File: src/rtl/riscv_pkg.sv
// Shared RISC-V front-end definitions: data widths, the canonical NOP and
// the fetch-buffer entry layout.
// Optional feature macro: FETCH_FAULT_EN adds a per-entry fault bit.
package riscv_pkg;

  localparam int unsigned XLEN   = 32;
  localparam int unsigned INST_W = 32;

  localparam logic [INST_W-1:0] NOP_INST = 32'h0000_0013;

  // One buffered fetch result: the PC it was fetched from and the word returned.
  typedef struct packed {
    logic [XLEN-1:0]   pc;
    logic [INST_W-1:0] inst;
`ifdef FETCH_FAULT_EN
    logic              fault;
`endif
  } fetch_entry_t;

  localparam int unsigned FETCH_ENTRY_W = $bits(fetch_entry_t);

endpackage

File: src/rtl/fetch_fifo.sv
// Fetch buffer: synchronous write, registered head output, flush to empty.
// Ports:
//   clk, rst      clock, asynchronous active-high reset
//   flush         clear all entries and pointers this edge (wins over push/pop)
//   push, din     write din at the tail
//   pop           retire the head entry
//   dout, valid   registered head entry and its valid flag
//   full_c        buffer holds DEPTH entries
// The head register keeps its last value while empty.
module fetch_fifo
  import riscv_pkg::*;
#(
  parameter int unsigned              DEPTH       = 2,
  parameter logic [FETCH_ENTRY_W-1:0] RESET_ENTRY = '0
) (
  input  logic                     clk,
  input  logic                     rst,
  input  logic                     flush,
  input  logic                     push,
  input  logic                     pop,
  input  logic [FETCH_ENTRY_W-1:0] din,
  output logic [FETCH_ENTRY_W-1:0] dout,
  output logic                     valid,
  output logic                     full_c
);

  localparam int unsigned PTR_W = $clog2(DEPTH);
  localparam int unsigned CNT_W = PTR_W + 1;

  logic [FETCH_ENTRY_W-1:0] mem_q [DEPTH];
  logic [PTR_W-1:0]         wr_ptr_q;
  logic [PTR_W-1:0]         rd_ptr_q;
  logic [PTR_W-1:0]         rd_ptr_nxt;
  logic [CNT_W-1:0]         count_q;
  logic [CNT_W-1:0]         count_nxt;
  logic [FETCH_ENTRY_W-1:0] dout_q;
  logic [FETCH_ENTRY_W-1:0] dout_nxt;
  logic                     valid_q;
  logic                     pop_ok;
  logic                     push_ok;

  assign full_c  = (count_q == CNT_W'(DEPTH));
  assign pop_ok  = pop & valid_q;
  assign push_ok = push & (~full_c | pop_ok);

  // Next head: the entry being written bypasses storage when it becomes the head.
  always_comb begin
    rd_ptr_nxt = rd_ptr_q + PTR_W'(pop_ok);
    count_nxt  = count_q + CNT_W'(push_ok) - CNT_W'(pop_ok);
    dout_nxt   = dout_q;
    if (push_ok && (rd_ptr_nxt == wr_ptr_q)) begin
      dout_nxt = din;
    end else if (count_nxt != '0) begin
      dout_nxt = mem_q[rd_ptr_nxt];
    end
  end

  // Pointer, count and head register update.
  always_ff @(posedge clk or posedge rst) begin
    if (rst) begin
      wr_ptr_q <= '0;
      rd_ptr_q <= '0;
      count_q  <= '0;
      valid_q  <= 1'b0;
      dout_q   <= RESET_ENTRY;
    end else if (flush) begin
      wr_ptr_q <= '0;
      rd_ptr_q <= '0;
      count_q  <= '0;
      valid_q  <= 1'b0;
    end else begin
      if (push_ok) begin
        wr_ptr_q <= wr_ptr_q + PTR_W'(1);
      end
      rd_ptr_q <= rd_ptr_nxt;
      count_q  <= count_nxt;
      valid_q  <= (count_nxt != '0);
      dout_q   <= dout_nxt;
    end
  end

  // Entry storage; contents are don't-care until written.
  always_ff @(posedge clk) begin
    if (!flush && push_ok) begin
      mem_q[wr_ptr_q] <= din;
    end
  end

  assign dout  = dout_q;
  assign valid = valid_q;

endmodule

File: src/rtl/inst_fetch_unit.sv
// Instruction fetch unit: owns the fetch PC, reads the combinational
// instruction memory and buffers {pc, instruction} toward decode.
// Ports:
//   clk, rst        clock, asynchronous active-high reset
//   pc_address      fetch address to inst_mem (the fetch PC register)
//   instruction     word from inst_mem for pc_address, same cycle
//   redirect_valid  flush the buffer and restart fetch at redirect_pc
//   redirect_pc     new fetch target (low two bits dropped)
//   out_valid/out_ready/out_pc/out_inst  head-of-buffer handshake to decode
//   out_fault       head entry faulted (only with FETCH_FAULT_EN)
// Optional feature macro: FETCH_FAULT_EN.
module inst_fetch_unit
  import riscv_pkg::*;
#(
  parameter logic [31:0] RESET_PC    = 32'h0000_0000,
  parameter int unsigned NUM_OF_INST = 1024,
  parameter int unsigned BUF_DEPTH   = 2
) (
  input  logic        clk,
  input  logic        rst,
  output logic [31:0] pc_address,
  input  logic [31:0] instruction,
  input  logic        redirect_valid,
  input  logic [31:0] redirect_pc,
  output logic        out_valid,
  input  logic        out_ready,
  output logic [31:0] out_pc,
  output logic [31:0] out_inst
`ifdef FETCH_FAULT_EN
  ,
  output logic        out_fault
`endif
);

`ifdef FETCH_FAULT_EN
  localparam logic [XLEN-1:0] MEM_BYTES = XLEN'(NUM_OF_INST * 4);
  localparam fetch_entry_t RST_ENTRY = '{pc: RESET_PC, inst: NOP_INST, fault: 1'b0};
`else
  localparam fetch_entry_t RST_ENTRY = '{pc: RESET_PC, inst: NOP_INST};
`endif

  logic [XLEN-1:0] fetch_pc_q;
  logic            pop_c;
  logic            push_c;
  logic            full_c;
  fetch_entry_t    wr_entry;
  fetch_entry_t    rd_entry;

  assign pop_c  = out_valid & out_ready;
  assign push_c = ~redirect_valid & (~full_c | pop_c);

`ifdef FETCH_FAULT_EN
  logic mis_q;

  // Misaligned redirect target: flagged on the first entry fetched after it.
  always_ff @(posedge clk or posedge rst) begin
    if (rst) begin
      mis_q <= 1'b0;
    end else if (redirect_valid) begin
      mis_q <= (redirect_pc[1:0] != 2'b00);
    end else if (push_c) begin
      mis_q <= 1'b0;
    end
  end

  assign wr_entry = '{pc:    fetch_pc_q,
                      inst:  instruction,
                      fault: mis_q | (fetch_pc_q >= MEM_BYTES)};
  assign out_fault = rd_entry.fault;
`else
  logic unused_redirect_lsb;
  assign unused_redirect_lsb = ^redirect_pc[1:0];

  assign wr_entry = '{pc: fetch_pc_q, inst: instruction};
`endif

  // Fetch PC: redirect wins, otherwise advance whenever a word is accepted.
  always_ff @(posedge clk or posedge rst) begin
    if (rst) begin
      fetch_pc_q <= RESET_PC;
    end else if (redirect_valid) begin
      fetch_pc_q <= {redirect_pc[31:2], 2'b00};
    end else if (push_c) begin
      fetch_pc_q <= fetch_pc_q + XLEN'(4);
    end
  end

  fetch_fifo #(
    .DEPTH       (BUF_DEPTH),
    .RESET_ENTRY (FETCH_ENTRY_W'(RST_ENTRY))
  ) u_fifo (
    .clk    (clk),
    .rst    (rst),
    .flush  (redirect_valid),
    .push   (push_c),
    .pop    (pop_c),
    .din    (wr_entry),
    .dout   (rd_entry),
    .valid  (out_valid),
    .full_c (full_c)
  );

  assign pc_address = fetch_pc_q;
  assign out_pc     = rd_entry.pc;
  assign out_inst   = rd_entry.inst;

endmodule

File: config.mk
export PLATFORM = sky130hd
export DESIGN_NAME = inst_fetch_unit
export DESIGN_NICKNAME = d
export VERILOG_FILES = /design/src/rtl/riscv_pkg.sv /design/src/rtl/fetch_fifo.sv /design/src/rtl/inst_fetch_unit.sv
export SDC_FILE = /design/constraint.sdc
export NUM_CORES = 1
export LEC_CHECK = 0
export CAP_MARGIN = 20
export CORE_MARGIN = 3
export CORE_UTILIZATION = 57
export CTS_CLUSTER_DIAMETER = 40
export DETAILED_ROUTE_END_ITERATION = 8
export PLACE_DENSITY = 0.87
export RECOVER_POWER = 25
export SETUP_SLACK_MARGIN = 0.4
export SKIP_CTS_REPAIR_TIMING = 1
export SLEW_MARGIN = 20
export SYNTH_ARGS = -nofsm -noshare
export SYNTH_HDL_FRONTEND = slang
export SYNTH_SLANG_ARGS = --single-unit
File: constraint.sdc
create_clock -name clk -period 13.6 [get_ports clk]
set_input_delay 1.36 -clock clk [delete_from_list [all_inputs] [get_ports clk]]
set_output_delay 1.36 -clock clk [all_outputs]
set_load 0.02 [all_outputs]
-- After elaboration in Yosys (flattened, before gate mapping)
Memories as Yosys holds them, arrays and structs flattened. A register that Yosys moved wholly into a read port is not among the register bits.
Index checks and enable logic that the tools add are counted.
- bits of input ports: 68
- register bits: 37
- output and inout port bits: 97
- memories kept: 1
- RAM bits: 128
- muxes and demuxes: 9
- bitwise gates (word level): 8
- reductions and logical operators: 8
- add/subtract/negate cells: 5
- equality and inequality tests: 2
- memory list (memory ; words ; bits a word ; read ports ; clocked after Yosys merged registers in ; write ports ; line ; text):
    u_fifo.mem_q ; 2 ; 64 ; 1 ; 1 ; 1 ; fetch_fifo.sv:30 ; logic [FETCH_ENTRY_W-1:0] mem_q [DEPTH];
- operator list (cell ; count):
    $mux W32 ; 2
    $add A32 B3 Y32 const B ; 1
    $reduce_bool A2 Y1 ; 4
    $mux W1 ; 6
    $and A1 B1 Y1 ; 4
    $add A2 B1 Y2 ; 1
    $eq A2 B2 Y1 const B ; 1
    $logic_and A1 B1 Y1 ; 2
    $mux W2 ; 1
    $not A1 Y1 ; 2
    $or A1 B1 Y1 ; 2
    $reduce_and A2 Y1 ; 1
    $sub A2 B1 Y2 ; 1
    $add A1 B1 Y1 ; 1
    $add A1 B1 Y1 const B ; 1
    $eq A1 B1 Y1 ; 1
    $logic_not A1 Y1 ; 1

-- Longest topological paths before layout
- depth in word-level cells: 10
- depth in mapped cells: 13
- depth with buffers taken out: 10

-- Cells and area by module
From an unflattened synthesis, not the netlist that was laid out.
- cell total of the unflattened synthesis: 1117
- area total of the unflattened synthesis: 11720.0 µm²
- by module, submodules not included (module ; cells each ; area each (µm²) ; times used):
    fetch_fifo ; 899 ; 9854.5 ; 1
    inst_fetch_unit ; 218 ; 1865.5 ; 1

-- Worst setup path after synthesis
No wires, ideal clock.
- kind: input port to flip-flop
- start point: input port redirect_valid
- end point: memory u_fifo.mem_q[0][0] (netlist name), enable pin
- path slack: 8.354 ns
- data arrival time: 4.757 ns
- data required time: 13.111 ns
- stages on the path: 4
- setup time: 0.489 ns
- cell sequence: clkbuf_1 > a21oi_1 > clkbuf_1 > nor2b_1
- word-level cells in the longest chain between the ends: 6
- elaborated cells on any way between the ends: 7
- those cells by class: mux: 2; bitwise: 3; reduce/logical: 2
- RTL lines (element ; line ; text):
    start, declared ; inst_fetch_unit.sv:23 ; input logic redirect_valid,
    $not A1 Y1 (no source line) ; - ;
    $and A1 B1 Y1 ; inst_fetch_unit.sv:50 ; assign push_c = ~redirect_valid & (~full_c | pop_c);
    $and A1 B1 Y1 ; fetch_fifo.sv:44 ; assign push_ok = push & (~full_c | pop_ok);
    $logic_and A1 B1 Y1 * ; fetch_fifo.sv:84 ; if (!flush && push_ok) begin
    $mux W1 * ; fetch_fifo.sv:84 ;
    $mux W1 (not written as such) * ; fetch_fifo.sv:85 ; mem_q[wr_ptr_q] <= din;
    end, declared ; fetch_fifo.sv:30 ;
Mark *: on every way between the ends. The rest lies on a longest branch, timed or not.

-- Worst setup path after layout
- start point: input port out_ready
- end point: register u_fifo.dout_q[11], in the netlist u_fifo.dout[11] (read register of u_fifo.mem_q)
- word-level cells in the longest chain between the ends: 9
- elaborated cells on any way between the ends: 14
- those cells by class: add/sub: 3; eq/ne: 1; bitwise: 6; reduce/logical: 4
- RTL lines (element ; line ; text):
    start, declared ; inst_fetch_unit.sv:26 ; input logic out_ready,
    $and A1 B1 Y1 * ; inst_fetch_unit.sv:49 ; assign pop_c = out_valid & out_ready;
    $or A1 B1 Y1 / $and A1 B1 Y1 (equally long branches) ; inst_fetch_unit.sv:50, fetch_fifo.sv:43 ;
    $and A1 B1 Y1 / $or A1 B1 Y1 (equally long branches) ; inst_fetch_unit.sv:50, fetch_fifo.sv:44 ;
    $and A1 B1 Y1 ; fetch_fifo.sv:44 ;
    $add A2 B1 Y2 ; fetch_fifo.sv:49 ; count_nxt = count_q + CNT_W'(push_ok) - CNT_W'(pop_ok);
    $sub A2 B1 Y2 ; fetch_fifo.sv:49 ;
    $reduce_bool A2 Y1 ; fetch_fifo.sv:53 ; end else if (count_nxt != '0) begin
    $reduce_bool A2 Y1 (no source line) ; - ;
    $reduce_and A2 Y1 (no source line) ; - ;
    end, declared ; fetch_fifo.sv:36 ; logic [FETCH_ENTRY_W-1:0] dout_q;
Marked as above.
A chain may end at the register's enable or synchronous reset.

==> results.md <==
- Ys Warns: 0
- DR vias: between 7000 and 8000
- Failing checks: capacitance limit
- Gpl congestion: between 0.8 and 0.9
- Share of cells above drive strength 1: between 8 and 9%
- Tcrit/Tclk final: a little over a third
- Unrepaired setup endpoints after global routing: no
- Slew HR: 1.480%
- VDD IR max: about 0.00015 V
- Full die area: 18410 um2
- Starting density of the core: around 60%
- EDFF count, synth: 124
- Core ar.: about 16000 um2
- Post-Synthesis Cells: 794
- GRT Overall Usage: 27.47%
- Core Rows: between 40 and 50
- CTS sink cnt: about 220
- CTS tree: built
- Worst hold path endpoint: u_fifo.dout[1]
- Vias per inst: 6.435
- Reg power frac: between 30% and 40%
- Final min period: approximately 4.7 ns
- Fin area: 12250 um2
- Largest cells by area after synthesis: edfxtp_1, dfrtp_1, o31ai_1
- Top Ports: between 150 and 200
- H-tree levels: 1
- WHS Path Cells: 2
- Worst reg2reg path endpoint: u_fifo.dout[11]
- Reg2Reg Launch Point: u_fifo.valid
- Main flop type after synthesis: edfxtp_1
- Placement Cell Area: 11230 um2
- Vias in the first global route: between 7000 and 8000
- Total chip power: 2932 uW
- Max-slew violations: 0
- Post-Synth XOR/XNOR Area: roughly 1.4%
- IO buf count: ~160
- Post-synth top area share: about two fifths
- CTS Buf Count: 28
- Post-Synth Adder-Cell Area: less than 1%
- CP Capture Type: flop
- Final Hold Fails: 0
- Worst-path clk slew: 0.06 ns
- Startpoint types: primary input
- Post-synthesis sequential area ratio: 64.21%
- Hold WC Path Type: reg -> reg
- Power share of the clock group: a little over a quarter
- Syn avg cell area: about 12 um2
- Die Span Y: 135.7 um
- Least-Margin Pin Slew: 1.470 ns
- DRT antenna net count: 0
- Max Cap Viol: 1
- Die Span X: about 140 um
- Top cells by count, synth: edfxtp_1, dfrtp_1, nor2_1
- Final setup viols: 0
- Largest net degree at the start of global routing: just under 70
- Hold Crit Start: u_fifo.dout[1]
- Diode count: 0
- Int Power: roughly 1900 uW
- Crit path max fanout: 52
- Synth area leader: edfxtp_1
- Crit path arrival time: around 5.2 ns
- Power Density: 239.3 nW/um2
- Worst Reg-to-Reg Cells: 10
- Latest clock arrival within the worst-skew pair: between 0.5 and 0.6 ns
- Synthesized area: 9585 um2
- Max Freq: 211.0 MHz
- Crit Path Class: in -> reg
- Net Sw Power: approximately 1100 uW
- R2r setup slk: ~9.8 ns
- Sw frac: a little over a third
- Area Overhead vs Synth: 27.83%
- Routed wire per std cell: ~22 um
- Setup TNS: 0 ns
- First-pass GRT wire length: approximately 40000 um
- Initial antenna violation count: 0
- Clk_skew: between 0.02 and 0.025 ns
- Synth cell types: 51
- Dpl hpwl: 14150 um
- Mux contribution to synthesized area: less than 1%
- Post-synthesis compound-gate area fraction: 14.50%
- GR Overflow Total: 0
- Final net count: between 900 and 1000
- DRC Markers: 0
- Critical Path RT: approximately 14 ns
- Area share of and/or/nand/nor cells after synthesis: 15.61%
- Drt first pass iters: 5
- Most frequent cell after synthesis: edfxtp_1
- Clock root buffer: clkbuf_16
- Largest family of logic cells by synthesized area: simple AND/OR/NAND/NOR gates
- Iteration-0 DRC Markers: just over 700
- Comb power frac: a little under two fifths
- Ys async rst share: 43.89%
- Routed WL: about 25000 um
- Lkg Pwr: between 0.004 and 0.005 uW
- Synthesized flop and latch total: roughly 220
- Clock buffer depth: 3
- Outcome: finished, violations left
==> critical path: stages <==
cell	delay, ns
clkdlybuf4s50_1	0.50
nand2_1	0.21
a21oi_4	0.48
buf_4	0.62
ha_1	0.27
xnor3_1	0.24
a21o_2	0.25
inv_2	0.28
buf_4	0.56
nor2_1	0.09
o31ai_1	0.25
==> state kept, by name, indices dropped and copies added, names as in the netlist <==
name,count
u_fifo.count_q,2
u_fifo.dout,62
u_fifo.mem_q,124
u_fifo.wr_ptr_q,1
u_fifo.rd_ptr_q,1
u_fifo.valid,1
pc_address,30
==> placed cells by master, fill, tap and decap left out, types with 5 or more instances in the layout <==
cell             netlist  routed
a211oi_1              64      64
a31oi_1               12      12
and3_1                62      62
and4_1                 5       5
buf_4                  5      11
bufinv_16              0       6
clkbuf_16              0      29
clkdlybuf4s50_1        0     132
clkinv_2               0       6
dfrtp_1               94      94
dlygate4sd3_1          0      26
edfxtp_1             124     124
inv_1                  7       6
nand2_1               28      27
nand3_1               73      73
nand4_1                6       6
nor2_1                80      80
o211ai_1               7       7
o21ai_0               13      13
o31ai_1               72      72
or4_1                 13      13
xor2_1                 6       6
==> per-stage QoR <==
step	worst slack [ns]	instances	util, %	hold slack, ns
after global routing	8.613	1162	75.76	0.5570
after global placement	8.555	1110	69.46	0.5173
final	8.861	1162	75.76	0.5295
after CTS	8.873	1162	75.77	0.5314
after floorplan	8.354	797	-	0.5563
after detailed placement	8.426	1110	69.46	0.5219
==> power groups by stage <==
stage / clock (uW) / combinational (uW) / sequential, uW
detailed placement: 0 / 1100 / 1040
floorplan: 0 / 561 / 1150
global route: 830 / 1200 / 1050
CTS: 802 / 1110 / 1030
global placement: 0 / 1070 / 1030
finish: 794 / 1110 / 1030
==> layer usage <==
layer | track usage, % | wire [um] | vias to the layer above
met3 | 5.498 | 2304 | 59
met2 | 45.19 | 12570 | 424
met5 | 0 | 0 | -
met1 | 36.77 | 9767 | 3685
met4 | 9.742 | 661 | 0
li1 | - | - | 3310
==> worst max-delay path by stage <==
stage | endpoint | cells after the start | from | slack [ns]
after floorplan | u_fifo.mem_q[0][0] | 4 | redirect_valid | 8.35
after global placement | u_fifo.dout[25] | 11 | out_ready | 8.55
after detailed placement | u_fifo.dout[52] | 11 | out_ready | 8.43
after CTS | u_fifo.dout[11] | 11 | out_ready | 8.87
after global routing | u_fifo.dout[7] | 11 | out_ready | 8.61
final | u_fifo.dout[11] | 11 | out_ready | 8.86
==> final cells by class <==
type,count,area [um2]
tap,216,270.3
fill,1011,3920
clock buffer,32,747.0
multi-input combinational,495,3109
inverter,9,35.03
sequential,221,6155
clock inverter,20,272.8
timing repair buffer,169,1664
==> cell families (layout without fill, tap and decap cells) <==
group,Yosys count,count (layout)
xor gates and xnor gates,12,12
adders and majority gates,3,3
and+or+nand+nor,287,287
DFF,221,221
AOI/OAI and AO/OA,188,188
buffers and inverters,81,230
other,1,4
muxes,1,1
Note: power is estimated with default switching activity, not from simulation.
==> variant, RTL diff (same settings) <==
Change the parameter `BUF_DEPTH` from 2 to 4.
--- a/src/rtl/inst_fetch_unit.sv
+++ b/src/rtl/inst_fetch_unit.sv
@@ -14,7 +14,7 @@
 #(
   parameter logic [31:0] RESET_PC    = 32'h0000_0000,
   parameter int unsigned NUM_OF_INST = 1024,
-  parameter int unsigned BUF_DEPTH   = 2
+  parameter int unsigned BUF_DEPTH   = 4
 ) (
   input  logic        clk,
   input  logic        rst,
Check against the original RTL: not equivalent (a bounded check fails within 4 cycles, from zero or initial values and one cycle with rst high).
==> variant against the unedited design <==
- power is 35% higher
- design area is 43% higher
- count of clock-buffer cells in the layout is 21 higher
- non-clock buffer count is 1 lower
- setup slack better by 0.46 ns
- wire length is 23% higher
- area after synthesis is 47% higher
- sequential cell count is 127 higher
- combinational power is 14% higher
- sequential power is 50% higher
- clock power is 44% higher
==> variant: results (changes against the unedited design) <==
status finished, final reports clean; worst skew pair latency ~0.52 ns; Critical Path Max Stage Delay 0.57 ns (-0.05 ns); Synth warnings 0 (unchanged); Seq/Total Area, Yosys 70.6% (+6.4 points); proportion of layout cells with a drive suffix above 1 14.9% (+6.5 points); peak supply drop 0.150 mV (+0.12%); Inserted Clock Buffers 43 (+54%); # diodes 0 (unchanged); Total Wirelength 31100 um (+23%); static leakage 6.12 nW (+35%); post-synthesis compound-gate area fraction 5.41% (-9.1 points); Initial DRC Count 760 (+7.3%); ranking of synthesized cells by area edfxtp_1 53%, dfrtp_1 17%, mux4_2 9.9%; Clock Skews 0.0149 ns (-0.00615 ns); EDFF count, synth 248 (+100%); vias per cell 6.05 (-6.0%); Hold Crit Class register to register; mux contribution to synthesized area 14.4% (+14 points); H-tree Lvls 2 (+1); RD Place Congestion 0.782 (-7.8%); pre-CTS setup slack 8.81 ns (+0.387 ns); nets 1099 (+10%); global-route wire length before repair 48500 um (+21%); adder-cell share of the synthesized area 0.852% (+0.46 points); DRT Pass-1 Iters 5 (unchanged); Slowest-stage cell, CP a211oi_2; worst-case clock buffer depth 3 (unchanged); worst slew pin tran 1.03 ns (-0.438 ns); max FFs per register 248 (+100%); Worst EP arrival 4.62 ns (-0.53 ns); initial antenna violation count 3 (+3); Post-Place Cell Area 16000 um2 (+42%); GRT Resource Usage Total 23.6% (-3.8 points); Post-DP HPWL 17100 um (+21%); Synth top cells by count 248 x edfxtp_1, 97 x dfrtp_1, 86 x nand2_1; Biggest register u_fifo.mem_q; critical-path maximum fanout 33 (-37%); vias in the first global route 8671 (+14%); number of distinct library cells after synthesis 46 (-9.8%); xor and xnor fraction of the mapped netlist area 0.887% (-0.50 points); pin count of the biggest net entering global routing 125 (+84%); ys async rst share 28.7% (-15 points)
variant: cell types whose count changed after synthesis, moves of 60 or more:
cell | before | now
mux4_2 | 0 | 62
a211oi_1 | 64 | 3
edfxtp_1 | 124 | 248
and3_1 | 62 | 2
mux2i_1 | 1 | 63
nand3_1 | 73 | 13
variant: worst max-delay path, delay by kind of cell:
kind	cells	cell delay, ns
AO/OA/AOI/OAI	4	1.17
buffers and inverters	3	1.09
adder cells (fa/ha/maj)	2	0.43
XOR/XNOR	1	0.28
multiplexers	1	0.27
variant: cells by family after synthesis:
logic type	Yosys count
xor gates and xnor gates	11
DFF	348
muxes	125
adders and majority gates	9
buffers and inverters	66
AOI/OAI and AO/OA	127
other	1
and+or+nand+nor	173
variant: worst paths after layout:
kind                       slack [ns]              end  cells past startpoint              start
setup reg to reg                10.14  u_fifo.dout[41]                     10  u_fifo.count_q[1]
hold / removal                   0.56   u_fifo.dout[4]                      2     u_fifo.dout[4]
setup / recovery                 9.32  u_fifo.dout[41]                     11          out_ready
hold reg to reg                  0.56   u_fifo.dout[4]                      2     u_fifo.dout[4]
max in group asynchronous       11.01  u_fifo.dout[59]                      3                rst
min in group asynchronous        1.25  u_fifo.dout[15]                      2                rst
variant: cell type report:
type | instances | area, um2
well taps | 319 | 399
repair buffers | 168 | 1700
flip-flops and latches | 348 | 9950
clock buffers | 53 | 1120
multi-input cells | 449 | 3940
clock inverters | 25 | 328
inverters | 12 | 47.5
fillers | 1449 | 6400
variant: metal layers:
metal / vias to the layer above / share of wire (%) / routed length (um) / global-route usage [%]
met2: 381 / 50 / 15600 / 39.2
met3: 71 / 7.7 / 2390 / 4.97
li1: 3673 / - / - / -
met5: - / 0.13 / 40 / 0
met1: 4178 / 39 / 12300 / 31.9
met4: 6 / 2.7 / 827 / 7.61
variant: power by group:
| part | switching (mW) | internal [mW] | total [mW] |
|---|---|---|---|
| sequential | 0.133 | 1.42 | 1.55 |
| clock | 0.434 | 0.711 | 1.14 |
| combinational | 0.696 | 0.574 | 1.27 |
variant: per-stage QoR:
stage,power [mW],std cells
4_1_cts,4.00,1372
5_1_grt,4.16,1374
6_report,3.97,1374
3_3_place_gp,2.79,1294
2_1_floorplan,2.36,863
3_5_place_dp,2.84,1294
